**src/rtl/icache.sv**
```systemverilog
// Direct-mapped 16-line instruction cache with one-word lines and a single-request fill FSM.
// Optional define ICACHE_BYPASS_EN forwards the fill word to the datapath in the fill-complete cycle.
module icache #(
  parameter int SETS = 16
) (
  input  logic        CLK,
  input  logic        nRST,
  input  logic        imemREN,
  input  logic [31:0] imemaddr,
  output logic        ihit,
  output logic [31:0] imemload,
  input  logic        inval,
  output logic        iREN,
  output logic [31:0] iaddr,
  input  logic [31:0] iload,
  input  logic        iwait
);

  // state | meaning
  // IDLE  | lookup; hits served combinationally, a miss latches its word address
  // FILL  | holding iREN for missaddr until memory drops iwait or inval aborts
  typedef enum logic {IDLE, FILL} state_t;

  state_t      state, next_state;
  logic [SETS-1:0] valid;
  logic [25:0] tag_arr  [SETS];
  logic [31:0] data_arr [SETS];
  logic [29:0] missaddr;

  logic [25:0] req_tag;
  logic [3:0]  req_idx;
  logic [3:0]  fill_idx;
  logic        hit_raw;
  logic        fill_done;
  logic        bypass;
  logic        latch_miss;
  logic        unused_offset;

  assign req_tag       = imemaddr[31:6];
  assign req_idx       = imemaddr[5:2];
  assign fill_idx      = missaddr[3:0];
  assign unused_offset = ^imemaddr[1:0];

  assign hit_raw   = imemREN & valid[req_idx] & (tag_arr[req_idx] == req_tag);
  assign fill_done = (state == FILL) & ~iwait & ~inval;

`ifdef ICACHE_BYPASS_EN
  assign bypass = fill_done & imemREN & (imemaddr[31:2] == missaddr);
`else
  assign bypass = 1'b0;
`endif

  always_comb begin
    next_state = state;
    ihit       = 1'b0;
    imemload   = 32'h0;
    iREN       = 1'b0;
    iaddr      = 32'h0;
    latch_miss = 1'b0;
    case (state)
      IDLE: begin
        // invalidate wins over both hit and miss so nothing is served from lines being cleared
        if (!inval) begin
          if (hit_raw) begin
            ihit     = 1'b1;
            imemload = data_arr[req_idx];
          end else if (imemREN) begin
            latch_miss = 1'b1;
            next_state = FILL;
          end
        end
      end
      FILL: begin
        iREN  = 1'b1;
        iaddr = {missaddr, 2'b00};
        if (inval || !iwait) next_state = IDLE;
        if (bypass) begin
          ihit     = 1'b1;
          imemload = iload;
        end
      end
      default: next_state = IDLE;
    endcase
  end

  always_ff @(posedge CLK or negedge nRST) begin
    if (!nRST) begin
      state    <= IDLE;
      valid    <= '0;
      missaddr <= '0;
    end else begin
      state <= next_state;
      if (latch_miss) missaddr <= imemaddr[31:2];
      if (inval) valid <= '0;
      else if (fill_done) valid[fill_idx] <= 1'b1;
    end
  end

  always_ff @(posedge CLK) begin
    if (fill_done) begin
      tag_arr[fill_idx]  <= missaddr[29:4];
      data_arr[fill_idx] <= iload;
    end
  end

endmodule
```
**config.mk**
```make
export PLATFORM = sky130hd
export DESIGN_NAME = icache
export DESIGN_NICKNAME = d
export VERILOG_FILES = /design/src/rtl/icache.sv
export SDC_FILE = /design/constraint.sdc
export NUM_CORES = 1
export LEC_CHECK = 0
export CELL_PAD_IN_SITES_DETAIL_PLACEMENT = 1
export CELL_PAD_IN_SITES_GLOBAL_PLACEMENT = 2
export CORE_MARGIN = 2
export CORE_UTILIZATION = 53
export DETAILED_ROUTE_END_ITERATION = 10
export PLACE_DENSITY = 0.93
export SLEW_MARGIN = 20
export SYNTH_ARGS = -nofsm -noshare
export SYNTH_HDL_FRONTEND = slang
export SYNTH_SLANG_ARGS = --single-unit
```
**constraint.sdc**
```tcl
create_clock -name CLK -period 10.95 [get_ports CLK]
set_clock_uncertainty 0.2 [all_clocks]
set_input_delay 1.095 -clock CLK [delete_from_list [all_inputs] [get_ports CLK]]
set_output_delay 1.095 -clock CLK [all_outputs]
set_load 0.02 [all_outputs]
```
**Word level (Yosys, flattened, before mapping)**

Memories as Yosys holds them, arrays and structs flattened.
Cells that the tools add are included.

- Output and inout bits: 66
- Register bits: 47
- Word-level logic and storage cells: 43
- Input port bits: 69
- Bits in read-only memories: 0
- Memories: 2
- Bits in latches: 0
- RAM bits: 928

Memory list:

| memory | depth | bits a word | read ports | clocked after Yosys merged registers in | wr ports | RTL line | RTL |
|---|---|---|---|---|---|---|---|
| data_arr | 16 | 32 | 1 | 0 | 1 | 27 | `logic [31:0] data_arr [SETS];` |
| tag_arr | 16 | 26 | 1 | 0 | 1 | 26 | `logic [25:0] tag_arr [SETS];` |

- Divide/modulo/power cells: 0
- Bitwise gates (word level): 8
- Reductions and logical operators: 4
- Eq/ne operators: 1
- Add/sub/neg operators: 0
- Multiplexer cells: 22
- Multiply operators: 0
- $lt $le $gt $ge: 3
- Shift operators: 0

Operator list:

| cell | number |
|---|---|
| $mux 32 | 3 |
| $pmux 32 s2 | 1 |
| $mux 16 | 2 |
| $eq 26x26->1 | 1 |
| $or 16x16->16 | 1 |
| $mux 1 | 12 |
| $lt 4x5->1 const B | 2 |
| $and 1x1->1 | 4 |
| $bmux 1 s4 | 1 |
| $demux 1 s4 | 1 |
| $ge 4x1->1 const B | 1 |
| $pmux 1 s2 | 2 |
| $not 1->1 | 3 |
| $reduce_bool 2->1 | 1 |
| $logic_and 1x1->1 | 1 |
| $logic_not 1->1 | 1 |
| $logic_or 1x1->1 | 1 |

**Logic depth before layout (Yosys ltp)**

Gate-level depths: netlist of run 1.

- Word-level depth: 7
- Depth in mapped cells: 14

**Worst setup path before layout of run 1**

No wires, ideal clock.

- Kind: in2out
- From: input port imemaddr[4]
- To: output port imemload[22]
- Cell stages on the path: 12
- Data arrival time: 3.998 ns
- Setup slack: 5.657 ns
- Cells stage by stage: buf_4 > buf_2 > buf_2 > mux4_2 > mux2i_1 > a21oi_1 > xor2_1 > nor4_1 > and2_1 > and4_1 > clkbuf_1 > and2_1

- Cells in the longest elaborated chain, start to end: 7
- Elaborated cells between the ends (all ways): 10
- Those cells by class: 1 x eq/ne; 5 x mux; 2 x bitwise; 2 x memory

RTL lines:

| what | RTL line | RTL |
|---|---|---|
| start: declaration | 9 | `input logic [31:0] imemaddr,` |
| parallel branches: the longest is 4 deep, another holds $mem_v2 16x26 | n/a |  |
| $mux 32 (*) | 64 | `if (hit_raw) begin` |
| $mux 32 (*) | 63 | `if (!inval) begin` |
| $pmux 32 s2 (*) | 60 | `case (state)` |
| end: declaration | 11 | `output logic [31:0] imemload,` |

Every way passes the cells marked *. The select of a mux whose other input is x is not followed.

**Final worst setup path of run 1**

- From: input port imemaddr[4]
- To: output port imemload[7]

The elaborated chain is that of the path after synthesis.

==> metrics.txt, run 1 <==
WL final=98900 µm; Seq. cell area=0.0290 mm²; number of failing setup endpoints in the final timing report=0; power density of the placed cells=183 mW/mm²; final antenna-violating net count=0; total of warnings raised by yosys=0; arrival time worst endpoint=6.40 ns; nature of the critical path endpoint=primary output; number of flops mapped to enable cells by yosys=928; Min Clock Period, post-route=7.70 ns; multiplexer fraction of the synthesized cell area=17.9%; Required @ worst endpoint=9.66 ns; post-synth cell types=50; xor and xnor fraction of the mapped netlist area=0.847%; Period Utilization, post-route=70.3%; Max rail drop VDD=0.000181 V; fraction of registers with async set/reset=4.82%; first-pass GRT wire length=145000 µm; number of buffers added by the clock tree synthesis step=95; number of levels the H-tree was split into=3; number of input and output port buffers inserted=130; critical path startpoint category=primary input; dominant combinational cell family by area after synthesis=multiplexers; cts hold-fix bufs=0; maximum achievable frequency=0.130 GHz; synth-to-layout area growth=14.5%; GPL Wtd Cong=0.784; final design area excluding fillers=0.0438 mm²; type of the worst setup path=primary input to primary output; number of buffers on the longest clock path=3; P_leak=14.1 nW; initial detailed-routing violation count=2127; share of Yosys cell area claimed by the top area cell type=72.8%; sink count of the clock tree=975; row cnt=98; Yosys top cell by area=sky130_fd_sc_hd__edfxtp_1; remaining max-slew budget at the tightest pin=24.0%; global router's overall resource usage=27.4%; count of pins over their slew limit=0; CP max FO=90; routed len/inst=33.7 µm; x dimension of the die=273 µm; number of violations of the max-capacitance limit=0; Chip Height=273 µm; worst-margin pin slew=1.14 ns; Hold Vio Cnt, Final=0; Most used DFF post-synth=sky130_fd_sc_hd__edfxtp_1; number of iterations in the first detailed-routing pass=5; via count of the first global-routing pass=20700; setup total negative slack=0 ns; compound-cell area share of the yosys netlist=1.26%; fraction of final layout cells sized beyond drive strength 1=25.2%; unrepaired setup endpoints after global routing=false; number of post-CTS setup repair buffers=0; final HPWL from detailed placement=50200 µm; power consumption=8.03 mW; effective utilization at floorplan=53.5%; drt via density=6.44; number of cells upsized or downsized after cts=0; IO Pins=135; syn avg cell area=22.1 µm²; NumNets Final=1971; simple-gate share of the synthesized area=2.68%; number of design rule violations left after detail routing=0; placed insts=2753; outcome=completed; worst hold path class=register to register; flip-flop and latch count after synthesis=975; Mapped Cells=1729; synthesized cell area=0.0383 mm²; via count of the routed design=18900; pin count of the biggest net entering global routing=91; DIE AREA=0.0744 mm²; root buffer cell=sky130_fd_sc_hd__clkbuf_16; Core Region=0.0715 mm²; number of antenna violations at the first check in global routing=2; GRT Residual Overflow=0; top cells by area, synth=sky130_fd_sc_hd__edfxtp_1 (73%), sky130_fd_sc_hd__mux4_2 (14%), sky130_fd_sc_hd__dfrtp_1 (3.1%); sequential element share of the synthesized area=75.9%; later-pin clock latency in the skew report=0.67 ns; clock transition at the registers of the reported paths=0.06 ns; adder-cell share of the synthesized area=0%; area taken by multi-input logic gates=0.00881 mm²; final standard cell utilization of the core=61.3%; clock tree from TritonCTS=built; number of cells in the finished layout apart from fillers=2934; placed cell areas=0.0407 mm²; number of fill cells in the layout=5799
report_power, final:
group          switching, mW  internal (mW)  leakage [nW]
sequential             0.104           4.20          8.94
clock                   1.40           1.86          1.50
combinational          0.253          0.206          3.61
total                   1.76           6.27          14.1
sequential cells by signal, summed over array words and instances, names as in the netlist:
register	flops
valid	16
tag_arr	416
missaddr	30
data_arr	512
state	1
worst max-delay path, cell delays in order:
cell and delay [ns]:
sky130_fd_sc_hd__buf_8 0.52, sky130_fd_sc_hd__buf_4 0.78, sky130_fd_sc_hd__mux4_2 0.58, sky130_fd_sc_hd__nor2b_1 0.14, sky130_fd_sc_hd__a211oi_1 0.26, sky130_fd_sc_hd__a21oi_1 0.11, sky130_fd_sc_hd__xor2_1 0.21, sky130_fd_sc_hd__nor4_1 0.80
sky130_fd_sc_hd__and2_1 0.22, sky130_fd_sc_hd__and4_1 0.21, sky130_fd_sc_hd__buf_4 0.41, sky130_fd_sc_hd__and2_1 0.25, sky130_fd_sc_hd__clkdlybuf4s50_1 0.65
per-layer routing:
layer / track usage [%] / up-vias / part of all wire [%]
li1: - / 7549 / -
met1: 35.4 / 10100 / 37
met2: 46.8 / 1011 / 52
met3: 4.19 / 240 / 7.4
met4: 11.7 / 2 / 3.7
met5: 0 / - / 0.0071
path summary, 6_finish.rpt:
check | depth (start not counted) | slack [ns] | from | to
min in group asynchronous | 2 | 0.41 | nRST | missaddr[17]
worst max register to register | 10 | 6.45 | tag_arr[8][19] | missaddr[29]
max in group asynchronous | 2 | 9.54 | nRST | missaddr[14]
worst min register to register | 2 | 0.34 | valid[10] | valid[10]
worst max-delay path | 13 | 3.25 | imemaddr[4] | imemload[7]
worst min-delay path | 2 | 0.34 | valid[10] | valid[10]
logic make-up (layout without fill, tap and decap cells):
family,after synthesis,in the layout
XOR/XNOR,37,37
buffers and inverters,112,364
flip-flops,975,975
AO/OA/AOI/OAI,71,71
multiplexers,355,355
AND/OR/NAND/NOR,178,178
other,1,4
cells in the mapped netlist (12+ instances only):
cell and count:
sky130_fd_sc_hd__edfxtp_1 928, sky130_fd_sc_hd__mux4_2 243, sky130_fd_sc_hd__and2_1 66, sky130_fd_sc_hd__mux2i_1 53, sky130_fd_sc_hd__dfrtp_1 47, sky130_fd_sc_hd__clkbuf_1 34, sky130_fd_sc_hd__buf_2 30, sky130_fd_sc_hd__mux2_4 29
sky130_fd_sc_hd__nor2_1 29, sky130_fd_sc_hd__o22ai_1 28, sky130_fd_sc_hd__mux2_2 26, sky130_fd_sc_hd__xnor2_1 22, sky130_fd_sc_hd__nand2_1 19, sky130_fd_sc_hd__inv_1 18, sky130_fd_sc_hd__xor2_1 15, sky130_fd_sc_hd__buf_1 12
sky130_fd_sc_hd__nand2b_1 12
layout by cell type, fill, tap and decap left out, drive strengths merged, types with 8 or more instances in the layout:
master,netlist,routed
nand2,19,19
nor2,29,29
a221oi,10,10
nand3,10,10
buf,59,43
o22ai,28,28
bufinv,0,9
inv,18,20
o21ai,8,8
xor2,15,15
clkinv,1,42
and2,66,66
xnor2,22,22
nand2b,12,12
mux4,247,247
clkbuf,34,121
edfxtp,928,928
mux2i,53,53
mux2,55,55
dfrtp,47,47
nor2b,9,9
clkdlybuf4s50,0,125
final cells by class:
class / instances / share of cell area (%)
Antenna cell: 2 / 0.0114
Clock buffer: 121 / 5.84
Clock inverter: 56 / 1.18
Inverter: 19 / 0.166
Multi-Input combinational cell: 643 / 20.1
Sequential cell: 975 / 66.3
Tap cell: 950 / 2.71
Timing Repair Buffer: 168 / 3.70
metrics by stage:
stage	hold slack, ns	setup slack (ns)
3_5_place_dp	0.335	3.39
6_report	0.345	3.25
3_3_place_gp	0.321	3.54
5_1_grt	0.373	2.97
2_1_floorplan	0.311	5.66
4_1_cts	0.345	3.28
Power figures use the tool's default switching activity.
==> run 2: changes to the inputs <==
CORE_UTILIZATION = 44   (was 53)
PLACE_DENSITY = 0.83   (was 0.93)
clock period = 6.6 ns   (was 10.95 ns; I/O delays follow)
==> metrics.txt, run 2 (same netlist as run 1, synthesis figures left out) <==
final HPWL from detailed placement=52200 µm (+4.2%); most common cell after layout, fill and taps aside=sky130_fd_sc_hd__edfxtp_1; number of iterations in the first detailed-routing pass=5 (unchanged); part of the total power dissipated in combinational logic=5.6% (about the same); number of failing setup endpoints in the final timing report=0 (unchanged); number of design rule violations left after detail routing=0 (unchanged); final antenna-violating net count=0 (unchanged); critical path startpoint category=primary input; IO Pins=135 (unchanged); switching power share of the total=21.9% (+0.032 points); routed len/inst=30.3 µm (-10%); Min Clock Period, post-route=5.77 ns; register share of total power=53.9% (+0.3 points); outcome=complete, but fails checks; number of buffers added by the clock tree synthesis step=96 (+1.1%); Core Region=0.0865 mm² (+21%); reg2reg start=tag_arr[3][21]; initial detailed-routing violation count=1835 (-14%); effective utilization at floorplan=44.2% (-9.3 points); number of antenna violations at the first check in global routing=9 (+7); remaining max-slew budget at the tightest pin=26.0% (+2.1 points); worst-margin pin slew=1.11 ns (-0.0335 ns); fraction of final layout cells sized beyond drive strength 1=25.7% (+0.46 points); FF-to-FF setup slack=2.52 ns (-3.93 ns); number of cells upsized or downsized after cts=0 (unchanged); maximum achievable frequency=0.173 GHz; drt via density=5.89 (-8.6%); P_leak=14.1 nW (+0.53%); count of pins over their slew limit=0 (unchanged); setup total negative slack=0 ns (unchanged); proportion of power drawn by the clock network=40.5% (-0.2 points); CP max FO=70 (-22%); x dimension of the die=299 µm (+9.6%); unrepaired setup endpoints after global routing=false; number of levels the H-tree was split into=3 (unchanged); number of post-CTS setup repair buffers=0 (unchanged); type of the worst setup path=primary input to primary output; violated checks=negative hold slack; clock transition at the registers of the reported paths=0.06 ns (about the same); arrival time worst endpoint=4.91 ns (-1.49 ns); nature of the critical path endpoint=primary output; sink count of the clock tree=975 (unchanged); first-pass GRT wire length=139000 µm (-4.4%); cell depth of the worst flop-to-flop path=10 (unchanged); global router's overall resource usage=21.5% (-5.9 points); via count of the routed design=18600 (-1.7%); synth-to-layout area growth=15.5%; number of violations of the max-capacitance limit=0 (unchanged); later-pin clock latency in the skew report=0.66 ns (about the same); Reg-to-Reg End=missaddr[29]; Chip Height=299 µm (+9.6%); Hold Vio Cnt, Final=20 (+20); row cnt=108 (+10%); largest register by flop count=data_arr; root buffer cell=sky130_fd_sc_hd__clkbuf_16; WL final=95400 µm (-3.5%); GRT Residual Overflow=0 (unchanged); most frequent cells in the layout=sky130_fd_sc_hd__edfxtp_1 (928), sky130_fd_sc_hd__mux4_2 (243), sky130_fd_sc_hd__clkdlybuf4s50_1 (125); pin count of the biggest net entering global routing=87 (-4.4%); number of input and output port buffers inserted=130 (unchanged); via count of the first global-routing pass=19900 (-3.8%); power density of the placed cells=300 mW/mm² (+64%); clock tree from TritonCTS=built; max reg flops=512 (unchanged); worst hold path class=primary input to asynchronous set/reset pin; worst hold margin=-0.0174 ns (-0.362 ns); DIE AREA=0.0893 mm² (+20%); Top Registers=data_arr x512, tag_arr x416, missaddr x30; Required @ worst endpoint=5.74 ns (-3.92 ns); Max rail drop VDD=0.000205 V (+14%); internal power=10.4 mW (+65%); Setup WS pre-CTS=0.847 ns (-2.54 ns); least setup slack across all paths after layout=0.830 ns (-2.42 ns); cts hold-fix bufs=0 (unchanged); Sw Pwr=2.91 mW (+66%); GPL Wtd Cong=0.779 (-0.56%); number of buffers on the longest clock path=3 (unchanged); NumNets Final=1986 (+0.76%); Period Utilization, post-route=87.4%
==> run 2: cell types whose count changed in the layout (fill, tap and decap cells not counted), moves of 2 or more <==
cell | before | now
sky130_fd_sc_hd__clkinv_2 | 20 | 18
sky130_fd_sc_hd__buf_12 | 2 | 6
sky130_fd_sc_hd__clkbuf_1 | 20 | 28
sky130_fd_sc_hd__buf_4 | 35 | 47
sky130_fd_sc_hd__clkinv_1 | 20 | 15
sky130_fd_sc_hd__bufinv_16 | 9 | 7
sky130_fd_sc_hd__buf_6 | 3 | 1
sky130_fd_sc_hd__clkbuf_8 | 4 | 6
==> run 2: worst max-delay path, cell delays in order <==
cell and delay, ns:
sky130_fd_sc_hd__buf_6 0.59, sky130_fd_sc_hd__buf_12 0.33, sky130_fd_sc_hd__mux2_2 0.38, sky130_fd_sc_hd__o22ai_1 0.20, sky130_fd_sc_hd__a221oi_1 0.12, sky130_fd_sc_hd__xor2_1 0.19, sky130_fd_sc_hd__o31ai_1 0.57, sky130_fd_sc_hd__and4_1 0.29
sky130_fd_sc_hd__and4_1 0.22, sky130_fd_sc_hd__buf_4 0.35, sky130_fd_sc_hd__and2_1 0.20, sky130_fd_sc_hd__clkdlybuf4s50_1 0.61
==> run 2: how the worst max path moves through the flow <==
stage	startpoint	slack [ns]	endpoint	cells after the start
after CTS	imemaddr[4]	0.77	imemload[5]	14
after global routing	imemaddr[4]	0.56	imemload[25]	14
final	imemaddr[3]	0.83	imemload[27]	12
after floorplan	inval	2.01	data_arr[10][0]	6
after detailed placement	imemaddr[3]	0.85	imemload[5]	12
after global placement	imemaddr[4]	0.88	imemload[2]	13
==> run 2: layout make-up <==
class,instances,area (µm²)
fill,7638,42300
sequential,975,29000
multi-input combinational,643,8810
clock buffer,131,2620
timing repair buffer,182,1770
tap,1155,1450
clock inverter,47,449
inverter,19,72.6
antenna,2,5.00
==> run 2: per-layer routing <==
metal | track usage, % | vias to the layer above | wire length (µm)
li1 | - | 7585 | -
met3 | 3.58 | 184 | 6260
met1 | 29.5 | 10000 | 38500
met4 | 7.05 | 12 | 2810
met2 | 35.4 | 775 | 47800
met5 | 0 | - | 81
==> run 2: metrics by stage <==
stage | hold slack (ns) | std cells | instance area [µm²] | util, % | power, mW
2_1_floorplan | 0.164 | 1730 | 38300 | - | 7.67
3_3_place_gp | 0.321 | 2974 | 41100 | 47.6 | 7.99
3_5_place_dp | 0.330 | 2974 | 41100 | 47.6 | 8.05
4_1_cts | 0.00287 | 3152 | 44200 | 51.1 | 13.4
5_1_grt | 0.0280 | 3153 | 44200 | 51.1 | 13.6
6_report | -0.0174 | 3154 | 44200 | 51.1 | 13.3
==> run 2: power by group through the flow <==
stage	Sequential (mW)	Clock (mW)	Combinational [mW]
6_report	7.15	5.38	0.750
5_1_grt	7.18	5.66	0.800
4_1_cts	7.16	5.46	0.761
3_5_place_dp	7.29	0	0.756
3_3_place_gp	7.26	0	0.736
2_1_floorplan	7.20	0	0.468
